### config.mk
export PLATFORM = sky130hd
export DESIGN_NAME = k_rpack_t1
export DESIGN_NICKNAME = d
export VERILOG_FILES = /design/src/rtl/k_rpack_pkg.sv /design/src/rtl/k_rpack_t1.sv
export SDC_FILE = /design/constraint.sdc
export NUM_CORES = 1
export LEC_CHECK = 0
export BUFFER_PORTS_ARGS = -buffer_cell sky130_fd_sc_hd__buf_2
export CORE_MARGIN = 2
export CORE_UTILIZATION = 45
export DETAILED_ROUTE_END_ITERATION = 16
export HOLD_SLACK_MARGIN = 0.12
export PLACE_DENSITY = 0.7
export SLEW_MARGIN = 10
export SYNTH_ARGS = -nofsm -noshare
export SYNTH_HDL_FRONTEND = slang
export SYNTH_SLANG_ARGS = --single-unit
export TNS_END_PERCENT = 20
### constraint.sdc
create_clock -name rclk -period 2.1 [get_ports rclk]
set_clock_uncertainty 0.05 [all_clocks]
set_input_delay 0.42 -clock rclk [delete_from_list [all_inputs] [get_ports rclk]]
set_output_delay 0.42 -clock rclk [all_outputs]
set_load 0.02 [all_outputs]
### src/rtl/k_rpack_pkg.sv
// Shared types for the read-side FIFO packer k_rpack_t1.
package k_rpack_pkg;

  typedef enum logic {
    FILL       = 1'b0,
    FLUSH_WAIT = 1'b1
  } state_t;

  function automatic int unsigned lane_w(input int unsigned n);
    return $clog2(n) + 1;
  endfunction

endpackage

### src/rtl/k_rpack_t1.sv
// Drains an async FIFO read port and packs pack_n entries into one valid/ready word.
// Optional partial-word flush is enabled with macro K_RPACK_FLUSH_EN.
module k_rpack_t1
  import k_rpack_pkg::*;
#(
  parameter  int unsigned data_size = 8,
  parameter  int unsigned pack_n    = 4,
  localparam int unsigned cnt_w     = lane_w(pack_n)
) (
  input  logic                        rclk,
  input  logic                        rrst_n,
  input  logic [data_size-1:0]        rdata,
  input  logic                        rempty,
  output logic                        rget,
  output logic [data_size*pack_n-1:0] odata,
  output logic                        ovalid,
  input  logic                        oready,
  output logic [cnt_w-1:0]            ocnt
`ifdef K_RPACK_FLUSH_EN
  ,
  input  logic                        flush
`endif
);

  localparam int unsigned      W    = data_size * pack_n;
  localparam logic [cnt_w-1:0] LAST = cnt_w'(pack_n - 1);
  localparam logic [cnt_w-1:0] FULL = cnt_w'(pack_n);

  logic [W-1:0]     acc;
  logic [W-1:0]     acc_pop;
  logic [cnt_w-1:0] cnt;
  logic [cnt_w-1:0] k;
  logic [cnt_w-1:0] ld_cnt;
  state_t           state;
  logic             out_free;
  logic             last_lane;
  logic             word_load;
  logic             fl_load;
  logic             go_wait;
  logic             load;

  assign out_free  = !ovalid || oready;
  assign last_lane = (cnt == LAST);
  assign rget      = rrst_n && !rempty && (state == FILL) && !(last_lane && !out_free);
  assign k         = cnt + cnt_w'(rget);
  assign word_load = rget && last_lane;

  // Accumulator as it looks after this cycle's pop; also the full word on completion.
  always_comb begin
    acc_pop = acc;
    for (int unsigned i = 0; i < pack_n; i++) begin
      if (rget && (cnt == cnt_w'(i))) acc_pop[i*data_size +: data_size] = rdata;
    end
  end

`ifdef K_RPACK_FLUSH_EN
  logic flush_fill;

  // In FLUSH_WAIT no pop happens, so k equals the held lane count.
  assign flush_fill = (state == FILL) && flush && !word_load && (k != '0);
  assign fl_load    = out_free && (flush_fill || (state == FLUSH_WAIT));
  assign go_wait    = flush_fill && !out_free;
  assign ld_cnt     = word_load ? FULL : k;
`else
  assign state   = FILL;
  assign fl_load = 1'b0;
  assign go_wait = 1'b0;
  assign ld_cnt  = FULL;
`endif

  assign load = word_load || fl_load;

  always_ff @(posedge rclk) begin
    if (!rrst_n) begin
      ovalid <= 1'b0;
      odata  <= '0;
      ocnt   <= '0;
      cnt    <= '0;
      acc    <= '0;
`ifdef K_RPACK_FLUSH_EN
      state  <= FILL;
`endif
    end else begin
      if (load) begin
        odata  <= acc_pop;
        ocnt   <= ld_cnt;
        ovalid <= 1'b1;
        cnt    <= '0;
        acc    <= '0;
      end else begin
        if (ovalid && oready) ovalid <= 1'b0;
        if (rget) begin
          acc <= acc_pop;
          cnt <= k;
        end
      end
`ifdef K_RPACK_FLUSH_EN
      if (fl_load)      state <= FILL;
      else if (go_wait) state <= FLUSH_WAIT;
`endif
    end
  end

endmodule

After elaboration in Yosys (flattened, before gate mapping)
Index checks and enable logic that the tools add are counted.

storage, ports and cells
  word-level logic and storage cells = 32
  register bits = 69
  input port bits = 12
  output and inout bits = 37

cells by class
  add/subtract/negate cells = 1
  bitwise operators = 1
  mux-type cells = 6
  eq/ne operators = 3
  reductions and logical operators = 16

operator list
  kind                count
  $mux 8              4
  $logic_and 1x1->1   8
  $eq 3x2->1 const B  2
  $logic_not 1->1     4
  $add 3x1->3         1
  $eq 3x1->1 const B  1
  $logic_not 3->1     1
  $mux 1              2
  $reduce_bool 2->1   1
  $reduce_or 2->1     1
  $logic_or 1x1->1    1
  $not 1->1           1

Depth between registers and ports, before layout
Gate-level depths: netlist (run 1).

  depth after elaboration = 8
  depth in mapped cells = 10
  gate-level depth less buffers = 7

Worst setup path before layout (run 1)
OpenSTA, ideal clock, no wires.

  path kind = register to register
  start = register cnt[2]
  end = register cnt[2]
  clock period less this slack = 2.528 ns
  slack = -0.428 ns
  library setup time = 0.070 ns
  data required time = 1.980 ns
  buffers on the path = 3
  arrival time = 2.407 ns
  stages on the path, launching flop included = 11
  cell sequence = dfxtp_1 -> buf_6 -> and3b_1 -> buf_4 -> buf_4 -> a211oi_1 -> ha_1 -> ha_1 -> nand2b_1 -> or3_1 -> a21oi_1

between the ends
  cells in the longest elaborated chain, start to end = 6
  elaborated cells between the ends (all ways) = 7
  those cells by class = add/sub (1); eq/ne (1); reduce/logical (5)

ends and longest elaborated chain
  item                                                 RTL line          text
  start, declared                                      k_rpack_t1.sv:31  logic [cnt_w-1:0] cnt;
  start signal, assigned                               k_rpack_t1.sv:94  cnt <= k;
  $eq 3x2->1 *                                         k_rpack_t1.sv:43  assign last_lane = (cnt == LAST);
  $logic_and 1x1->1 *                                  k_rpack_t1.sv:44  assign rget = rrst_n && !rempty && (state == FILL) && !(last_lane && !out_free);
  $logic_not 1->1 *                                    k_rpack_t1.sv:44
  $logic_and 1x1->1 *                                  k_rpack_t1.sv:44
  via rget                                             k_rpack_t1.sv:14  output logic rget,
  branches (longest 2 deep; another with $add 3x1->3)  -

Mark *: on every way through the listed nets, which the timed path passes.
A chain may end at the register's enable or synchronous reset.

Final worst setup path (run 1)
  start = register cnt[2]
  end = output rget

between the ends
  cells in the longest elaborated chain, start to end = 4

ends and longest elaborated chain
  item               RTL line
  $eq 3x2->1         k_rpack_t1.sv:43
  $logic_and 1x1->1  k_rpack_t1.sv:44
  $logic_not 1->1    k_rpack_t1.sv:44
  $logic_and 1x1->1  k_rpack_t1.sv:44
  end, declared      k_rpack_t1.sv:14

No other way between the ends.

==> results of run 1 <==
## logic make-up after synthesis
group	after synthesis
compound gates	121
fa+ha+maj	2
buf+inv	43
flops	61
mux	2
other cells	1
simple gates	72
## through the flow
stage / hold WS [ns] / util, %
floorplan: 0.393 / -
global placement: 0.384 / 49.9
detailed placement: 0.388 / 49.9
CTS: 0.314 / 53.5
global route: 0.322 / 53.5
finish: 0.325 / 53.5
## power breakdown
group	total (mW)	internal (mW)	switching, mW
Combinational	0.136	0.0360	0.0997
Clock	1.10	0.643	0.453
Sequential	1.17	1.17	0.00481
## routing by layer
| metal | global-route usage, % | share of wire [%] | vias to the layer above | wire length [um] |
|---|---|---|---|---|
| li1 | - | - | 1196 | - |
| met1 | 27.3 | 46 | 1079 | 3020 |
| met2 | 34.2 | 44 | 81 | 2910 |
| met3 | 6.78 | 6.9 | 19 | 455 |
| met4 | 10.3 | 2.9 | 0 | 194 |
| met5 | 0 | 0 | - | 0 |
## cell type report
type                            instances  area [um^2]  share of cell area [%]
Clock buffer                           13          169                    5.42
Clock inverter                          3         42.5                    1.37
Inverter                                4         15.0                   0.482
Multi-Input combinational cell        199         1250                    40.2
Sequential cell                        61         1220                    39.3
Tap cell                               75         93.8                    3.01
Timing Repair Buffer                   58          320                    10.3
## state kept, by name, indices dropped and copies added, names as in the netlist
name,cells
odata,32
ovalid,1
acc,24
cnt,3
ocnt,1
## synth_stat cells
cell type,number
or4b_1,1
buf_2,5
ha_1,2
or3_1,1
buf_6,2
nor2b_1,2
o31ai_1,32
conb_1,1
nand3_2,1
mux2i_1,2
or3b_1,1
a21oi_1,61
o21ai_1,22
or2_1,1
o31ai_4,1
o21ai_0,2
nand3_1,24
nor3b_4,1
nand2_1,1
dfxtp_1,61
inv_2,2
nand4_1,32
inv_1,2
nor2_1,1
and3b_1,1
nor4b_4,1
clkbuf_1,21
buf_1,3
buf_4,8
nand3b_4,1
nand2b_1,3
a211oi_1,3
## critical path, stage by stage, from the launching register on
cell and delay [ns]:
dfxtp_1 0.34, and3b_1 0.22, a211oi_4 0.23, buf_2 0.21
## placed cells by master, fill, tap and decap left out, types with 2 or more instances in the layout
master    netlist  layout
nand4_1        32      32
inv_2           2       2
nand3_1        24      24
o31ai_1        32      32
buf_4           8      12
inv_1           2       2
a211oi_1        3       2
mux2i_1         2       2
dfxtp_1        61      60
a21oi_1        61      61
nand2b_1        3       3
o21ai_1        22      22
buf_2           5      46
conb_1          1       2
clkbuf_8        0      12
o21ai_0         2       2
## worst max path at each step
stage               startpoint       to  slack [ns]  cells after the start
CTS                     cnt[2]     rget        0.27                      3
finish                  cnt[2]     rget        0.28                      3
detailed placement      oready   cnt[1]        0.22                      7
global route            cnt[2]     rget        0.22                      3
floorplan               cnt[2]   cnt[2]       -0.04                     10
global placement        rempty  acc[11]        0.29                      3
==> flow_summary_export.csv, run 1 <==
group,metric,value,unit
pwr,irDropWorstVdd,0.406,mV
sta,fmax,0.548,GHz
sta,fin_crit,1.82,ns
setup_path,ff2ff_setup_slack,0.35,ns
detailed_routing,dr.pass1.iters,4,
detailed_routing,drtIter0Drc,181,
sta,finalSetupViolations,0,
setup_path,r2r_start,"cnt[2]",
yosys,synth.top_cell.area_share,45.8,%
global_route,grt_pass1_vias,2315,
place,io_buffer_count,46,
setup_path,timing.rr.end,"cnt[2]",
pwr,p_per_area,772,nW/um^2
cells_and_area,nNetsFinal,347,
setup_path,required,1.63,ns
cells_and_area,area_growth,16.9,%
clock_tree,cts_tree,"yes",
clock_tree,numCtsBuffers,9,
cells_and_area,fillCellCount,582,
clock_tree,postCtsSetupRepairBufs,0,
yosys,syn_inst,302,
sta,min_period_over_period,86.9,%
global_route,grt_pass1_wl,11000,um
place,place_area,2900,um^2
global_route,grtUsageTotal,21.8,%
cells_and_area,instances_no_fill,413,
worst_hold_path,min_to,"acc[7]",
clock_tree,clk_pin_slew,0.07,ns
worst_hold_path,min_from,"rdata[7]",
clock_tree,clockRootBuffer,"clkbuf_8",
yosys,synth_adder_area_share,0.939,%
sta,rsz0062_at_grt,"no",
sta,worst_slack,0.276,ns
yosys,ys_types,32,
floorplanning,fp.dieArea,6550,um^2
setup_path,critPathArrivalTime,1.35,ns
yosys,synth_compound_area_share,26.6,%
worst_hold_path,whs_path_depth,3,
yosys,avgSynthCellArea,8.82,um^2
global_route,grt_start_max_net_pins,38,
place,post-place-ws,0.219,ns
global_route,grt_overflow_total,0,
yosys,synth_area,2660,um^2
status,status,"complete, no violations",
yosys,synth-xor-area-share,0,%
flow_run,maxCapViolCount,0,
setup_path,path_class,"reg -> out",
place,hpwl,4130,um
cells_and_area,drive_gt1_share,24.9,%
floorplanning,num_rows,28,
clock_tree,post_cts_resized,0,
yosys,synth_top_family_by_area,"compound AO/OA/AOI/OAI gates",
clock_tree,clk_latency,0.35,ns
yosys,synth_simple_gate_area_share,17.7,%
worst_hold_path,hold_class,"in -> reg",
setup_path,crit_fanout,2,
yosys,synth_seq_cells,61,
pwr,power,2.40,mW
yosys,synth.largest_area_cell,"dfxtp_1",
floorplanning,pin_count,49,
yosys,yosys_warnings,0,
floorplanning,start_util,45.8,%
detailed_routing,drt_wl_total,6580,um
place,gp_congestion,0.810,
yosys,synthMuxAreaShare,0.752,%
yosys,yosysSeqAreaShare,45.8,%
detailed_routing,drc_errors,0,
clock_tree,clock-sinks,61,
setup_path,endpoint_kind,"primary output",
pwr,p_leak,1.14,nW
floorplanning,dieWidth,80.9,um
sta,max_slew.worst_pin.slew,0.918,ns
sta,fin_tns_setup,0,ns
clock_tree,cts_buffer_depth,2,
cells_and_area,antenna_cells,0,
sta,finalHoldViolCount,0,
detailed_routing,wl_per_cell,15.9,um
yosys,synth_area_leaders,"dfxtp_1 (46%), a21oi_1 (11%), o31ai_1 (9.0%)",
setup_path,reg2reg_depth,7,
detailed_routing,vias,2375,
detailed_routing,ant_nets,0,
detailed_routing,vias_per_cell,5.75,
floorplanning,coreArea,5820,um^2
sta,relSlewSlack,38.8,%
clock_tree,htree_levels,3,
cells_and_area,design_area,3110,um^2
global_route,antenna_found_initial,0,
setup_path,start_kind,"flip-flop",
place,dp_cells,397,
clock_tree,cts_hold_buffers,0,
sta,drv_slew,0,
floorplanning,dieHeight,80.9,um
(Power assumes the default switching activity.)
==> inputs of run 2 (changes only) <==
Settings changed: CAP_MARGIN set to 25, PLACE_DENSITY 0.7 to not set, PLACE_DENSITY_LB_ADDON set to 0.05.
==> run 2 against run 1 <==
Effect of this change: clock power fell by 8%; largest cell class unchanged; hold slack improved by 0.0056 ns; non-clock buffer count unchanged.
==> flow_summary_export.csv, run 2 (same netlist as run 1, synthesis figures left out) <==
group,metric,value,unit
cells_and_area,fillCellCount,602,
detailed_routing,drt_wl_total,6740,um
global_route,antenna_found_initial,0,
clock_tree,clk_latency,0.34,ns
flow_run,maxCapViolCount,0,
cells_and_area,layout_common_cells,"a21oi_1 (61), dfxtp_1 (60), buf_2 (46), nand4_1 (32), o31ai_1 (32)",
cells_and_area,final_common_cell,"a21oi_1",
setup_path,path_class,"reg -> out",
global_route,grt_overflow_total,0,
setup_path,critPathArrivalTime,1.43,ns
setup_path,crit_chain,"and3b_1 > a211oi_4 > buf_2",
worst_hold_path,min_from,"rdata[4]",
cells_and_area,regMostFlops,"odata",
setup_path,crit_fanout,7,
setup_path,path_depth,3,
place,io_buffer_count,46,
setup_path,critPathLaunch,"cnt[2]",
setup_path,crit_family,"flip-flops",
worst_hold_path,hold_class,"in -> reg",
clock_tree,post_cts_resized,0,
setup_path,endpoint_kind,"primary output",
setup_path,ff2ff_setup_slack,0.28,ns
sta,fmax,0.525,GHz
sta,drv_slew,0,
setup_path,required,1.63,ns
setup_path,reg2reg_depth,7,
place,gp_congestion,0.798,
cells_and_area,largest_register_ffs,32,
detailed_routing,vias_per_cell,5.86,
sta,max_slew.worst_pin.slew,0.979,ns
clock_tree,htree_levels,3,
detailed_routing,vias,2422,
pwr,p_leak,1.14,nW
sta,finalSetupViolations,0,
floorplanning,dieHeight,80.9,um
floorplanning,num_rows,28,
global_route,grtUsageTotal,22.6,%
detailed_routing,ant_nets,0,
sta,rsz0062_at_grt,"no",
pwr,power,2.32,mW
global_route,grt_pass1_wl,11400,um
clock_tree,cts_buffer_depth,2,
detailed_routing,wl_per_cell,16.3,um
place,hpwl,4160,um
setup_path,cpMaxStageDelayCell,"dfxtp_1",
floorplanning,start_util,45.8,%
worst_hold_path,min_to,"acc[4]",
pwr,p_per_area,749,nW/um^2
cells_and_area,drive_gt1_share,25.1,%
cells_and_area,antenna_cells,0,
clock_tree,clk_pin_slew,0.07,ns
cells_and_area,area_growth,16.3,%
detailed_routing,dr.pass1.iters,4,
sta,finalHoldViolCount,0,
setup_path,critical-path-max-stage-delay,0.42,ns
pwr,irDropWorstVdd,0.516,mV
clock_tree,postCtsSetupRepairBufs,0,
place,dp_cells,397,
clock_tree,numCtsBuffers,9,
sta,min_period_over_period,90.7,%
sta,relSlewSlack,34.8,%
floorplanning,dieWidth,80.9,um
detailed_routing,drc_errors,0,
floorplanning,pin_count,49,
clock_tree,cts_hold_buffers,0,
clock_tree,clockRootBuffer,"clkbuf_8",
clock_tree,cts_tree,"yes",
cells_and_area,instances_no_fill,413,
setup_path,r2r_start,"cnt[2]",
sta,fin_crit,1.90,ns
global_route,grt_pass1_vias,2286,
setup_path,path_buf_inv,1,
cells_and_area,top_regs,"odata: 32 flops, acc: 24 flops, cnt: 3 flops",
status,status,"complete, no violations",
setup_path,timing.rr.end,"cnt[2]",
global_route,grt_start_max_net_pins,38,
worst_hold_path,whs_path_depth,3,
detailed_routing,drtIter0Drc,145,
setup_path,start_kind,"flip-flop",
floorplanning,coreArea,5820,um^2
cells_and_area,nNetsFinal,347,
clock_tree,clock-sinks,61,
floorplanning,fp.dieArea,6550,um^2
-- run 2: cell types whose count changed in the layout (fill, tap and decap cells not counted), sizes merged --
cell | before | now
bufinv | 1 | 0
clkinv | 1 | 2
-- run 2: layout make-up --
| cell class | count | area (um^2) | area share [%] |
|---|---|---|---|
| clock inverter | 3 | 17.5 | 0.565 |
| timing repair buffer | 58 | 320 | 10.3 |
| multi-input combinational | 199 | 1250 | 40.4 |
| inverter | 4 | 15.0 | 0.484 |
| tap | 75 | 93.8 | 3.03 |
| sequential | 61 | 1220 | 39.4 |
| clock buffer | 13 | 179 | 5.77 |
-- run 2: per-stage QoR --
stage | hold WS [ns] | setup TNS (ns) | utilization [%] | setup slack [ns] | cell area (um^2)
after global routing | 0.331 | 0 | 53.3 | 0.0667 | 3100
after CTS | 0.313 | 0 | 53.3 | 0.182 | 3100
after detailed placement | 0.392 | 0 | 49.9 | 0.286 | 2900
after floorplan | 0.393 | -0.0367 | - | -0.0367 | 2700
after global placement | 0.383 | 0 | 49.9 | 0.299 | 2900
final | 0.331 | 0 | 53.3 | 0.195 | 3100
-- run 2: worst max-delay path by stage --
stage,to,slack [ns]
2_1_floorplan,cnt[2],-0.04
3_5_place_dp,acc[1],0.29
6_report,rget,0.20
4_1_cts,rget,0.18
3_3_place_gp,acc[10],0.30
5_1_grt,rget,0.07
-- run 2: worst min-delay path: cells and delay by family --
family	cells	cell delay, ns
buffers and inverters	1	0.13
and+or+nand+nor	1	0.06
AOI/OAI and AO/OA	1	0.05
-- run 2: power breakdown --
part	leakage, nW	internal, mW	switching (mW)
registers	0.493	1.17	0.00548
logic	0.546	0.0359	0.102
clock network	0.101	0.553	0.458
-- run 2: layer usage --
| metal | GRT usage, % | vias up | routed length [um] |
|---|---|---|---|
| met4 | 10.2 | 0 | 140 |
| met1 | 31.1 | 1141 | 3300 |
| met2 | 34.8 | 69 | 3000 |
| met3 | 3.89 | 11 | 298 |
| li1 | - | 1201 | - |
| met5 | 0 | - | 0 |
==> inputs of run 3 (changes only) <==
Settings changed: CORE_MARGIN 2 to 5, PLACE_DENSITY_LB_ADDON 0.05 to 0.15.
==> run 3 against run 2 <==
Effect of this change: core utilization fell by 0.55 points; critical path type unchanged; global-route usage fell by 3.5 points; sequential share of layout area rose by 0.18 points; critical path depth did not move; cell count fell by 0.24%; first-iteration DRC count rose by 13%; via count barely moved; sequential cell count did not move.
==> flow_summary_export.csv, run 3 (same netlist as run 1, synthesis figures left out) <==
group,metric,value,unit
status,status,"complete, no violations",
floorplanning,num_rows,28,
setup_path,crit_family,"flip-flops",
cells_and_area,nNetsFinal,346,
pwr,power,2.30,mW
clock_tree,clk_pin_slew,0.06,ns
cells_and_area,drive_gt1_share,24.0,%
floorplanning,pin_count,49,
cells_and_area,top_regs,"odata: 32 flops, acc: 24 flops, cnt: 3 flops",
cells_and_area,seq_area,1220,um^2
setup_path,r2r_start,"cnt[2]",
clock_tree,postCtsSetupRepairBufs,0,
clock_tree,cts_hold_buffers,0,
clock_tree,numCtsBuffers,9,
detailed_routing,ant_nets,0,
sta,finalHoldViolCount,0,
clock_tree,post_cts_resized,0,
place,hpwl,4270,um
worst_hold_path,min_to,"acc[15]",
worst_hold_path,hold_class,"in -> reg",
global_route,grt_overflow_total,0,
setup_path,timing.rr.end,"cnt[2]",
global_route,grt_pass1_vias,2350,
setup_path,crit_chain,"and3b_1 > a211oi_4 > buf_2",
detailed_routing,drtIter0Drc,164,
cells_and_area,final_common_cell,"a21oi_1",
detailed_routing,drc_errors,0,
setup_path,critPathLaunch,"cnt[2]",
setup_path,crit_fanout,2,
setup_path,required,1.63,ns
sta,min_period_over_period,83.9,%
global_route,antenna_found_initial,0,
cells_and_area,layout_common_cells,"a21oi_1 (61), dfxtp_1 (60), buf_2 (46), nand4_1 (32), o31ai_1 (32)",
cells_and_area,largest_register_ffs,32,
global_route,grt_start_max_net_pins,38,
setup_path,critical-path-max-stage-delay,0.32,ns
setup_path,reg2reg_depth,7,
sta,finalSetupViolations,0,
floorplanning,coreArea,5850,um^2
clock_tree,clock-sinks,61,
sta,max_slew.worst_pin.slew,0.679,ns
setup_path,cpMaxStageDelayCell,"dfxtp_1",
sta,relSlewSlack,54.6,%
place,gp_congestion,0.822,
setup_path,critPathArrivalTime,1.29,ns
pwr,irDropWorstVdd,0.409,mV
sta,fmax,0.568,GHz
clock_tree,cts_tree,"yes",
cells_and_area,fillCellCount,568,
floorplanning,fp.dieArea,7560,um^2
clock_tree,cts_buffer_depth,2,
worst_hold_path,whs_path_depth,3,
floorplanning,dieWidth,86.9,um
flow_run,maxCapViolCount,0,
detailed_routing,drt_wl_total,6840,um
pwr,p_leak,1.13,nW
detailed_routing,vias,2424,
setup_path,endpoint_kind,"primary output",
worst_hold_path,min_from,"rdata[7]",
detailed_routing,wl_per_cell,16.6,um
setup_path,start_kind,"flip-flop",
global_route,grtUsageTotal,19.2,%
setup_path,ff2ff_setup_slack,0.41,ns
cells_and_area,area_growth,15.8,%
detailed_routing,vias_per_cell,5.88,
setup_path,path_class,"reg -> out",
clock_tree,clockRootBuffer,"clkbuf_8",
clock_tree,clk_latency,0.33,ns
cells_and_area,instances_no_fill,412,
floorplanning,start_util,45.5,%
place,dp_cells,396,
cells_and_area,regMostFlops,"odata",
clock_tree,htree_levels,3,
sta,drv_slew,0,
global_route,grt_pass1_wl,11500,um
pwr,p_per_area,745,nW/um^2
setup_path,path_buf_inv,1,
place,io_buffer_count,46,
sta,fin_tns_setup,0,ns
detailed_routing,dr.pass1.iters,4,
sta,fin_crit,1.76,ns
floorplanning,dieHeight,86.9,um
sta,rsz0062_at_grt,"no",
cells_and_area,antenna_cells,0,
cells_and_area,multiInputGateArea,1250,um^2
## run 3: how the worst max path moves through the flow
stage | to | cells after the start | slack [ns]
finish | rget | 3 | 0.34
detailed placement | cnt[2] | 8 | 0.29
global placement | cnt[2] | 8 | 0.34
global route | rget | 3 | 0.27
floorplan | cnt[2] | 10 | -0.04
CTS | rget | 3 | 0.31
## run 3: metal layers
layer	vias up	global-route usage [%]	share of wire, %
li1	1191	-	-
met3	10	4.82	5.5
met2	70	30.0	47
met5	-	0	0
met1	1153	24.9	46
met4	0	8.50	1.8
## run 3: cell type report
type | instances | share of cell area, %
Clock buffer | 16 | 6.16
Inverter | 4 | 0.487
Multi-Input combinational cell | 199 | 40.6
Sequential cell | 61 | 39.6
Tap cell | 75 | 3.04
Timing Repair Buffer | 57 | 10.1
## run 3: stage by stage
stage | utilization, % | hold WS (ns) | cell area (um^2) | worst slack (ns)
after floorplan | - | 0.393 | 2700 | -0.0367
after global placement | 49.5 | 0.384 | 2900 | 0.344
after detailed placement | 49.5 | 0.383 | 2900 | 0.292
after CTS | 52.7 | 0.325 | 3090 | 0.314
after global routing | 52.7 | 0.333 | 3090 | 0.267
final | 52.7 | 0.332 | 3090 | 0.339
## run 3: report_power, final
part / leakage (nW) / internal [mW] / total (mW) / switching [mW]
Combinational: 0.540 / 0.0360 / 0.139 / 0.103
Clock: 0.0970 / 0.560 / 0.987 / 0.427
Sequential: 0.493 / 1.17 / 1.17 / 0.00489
Total: 1.13 / 1.76 / 2.30 / 0.535
## run 3: worst min-delay path, cell delays in order
cell,delay [ns]
buf_2,0.13
nand3_1,0.06
a21oi_1,0.05
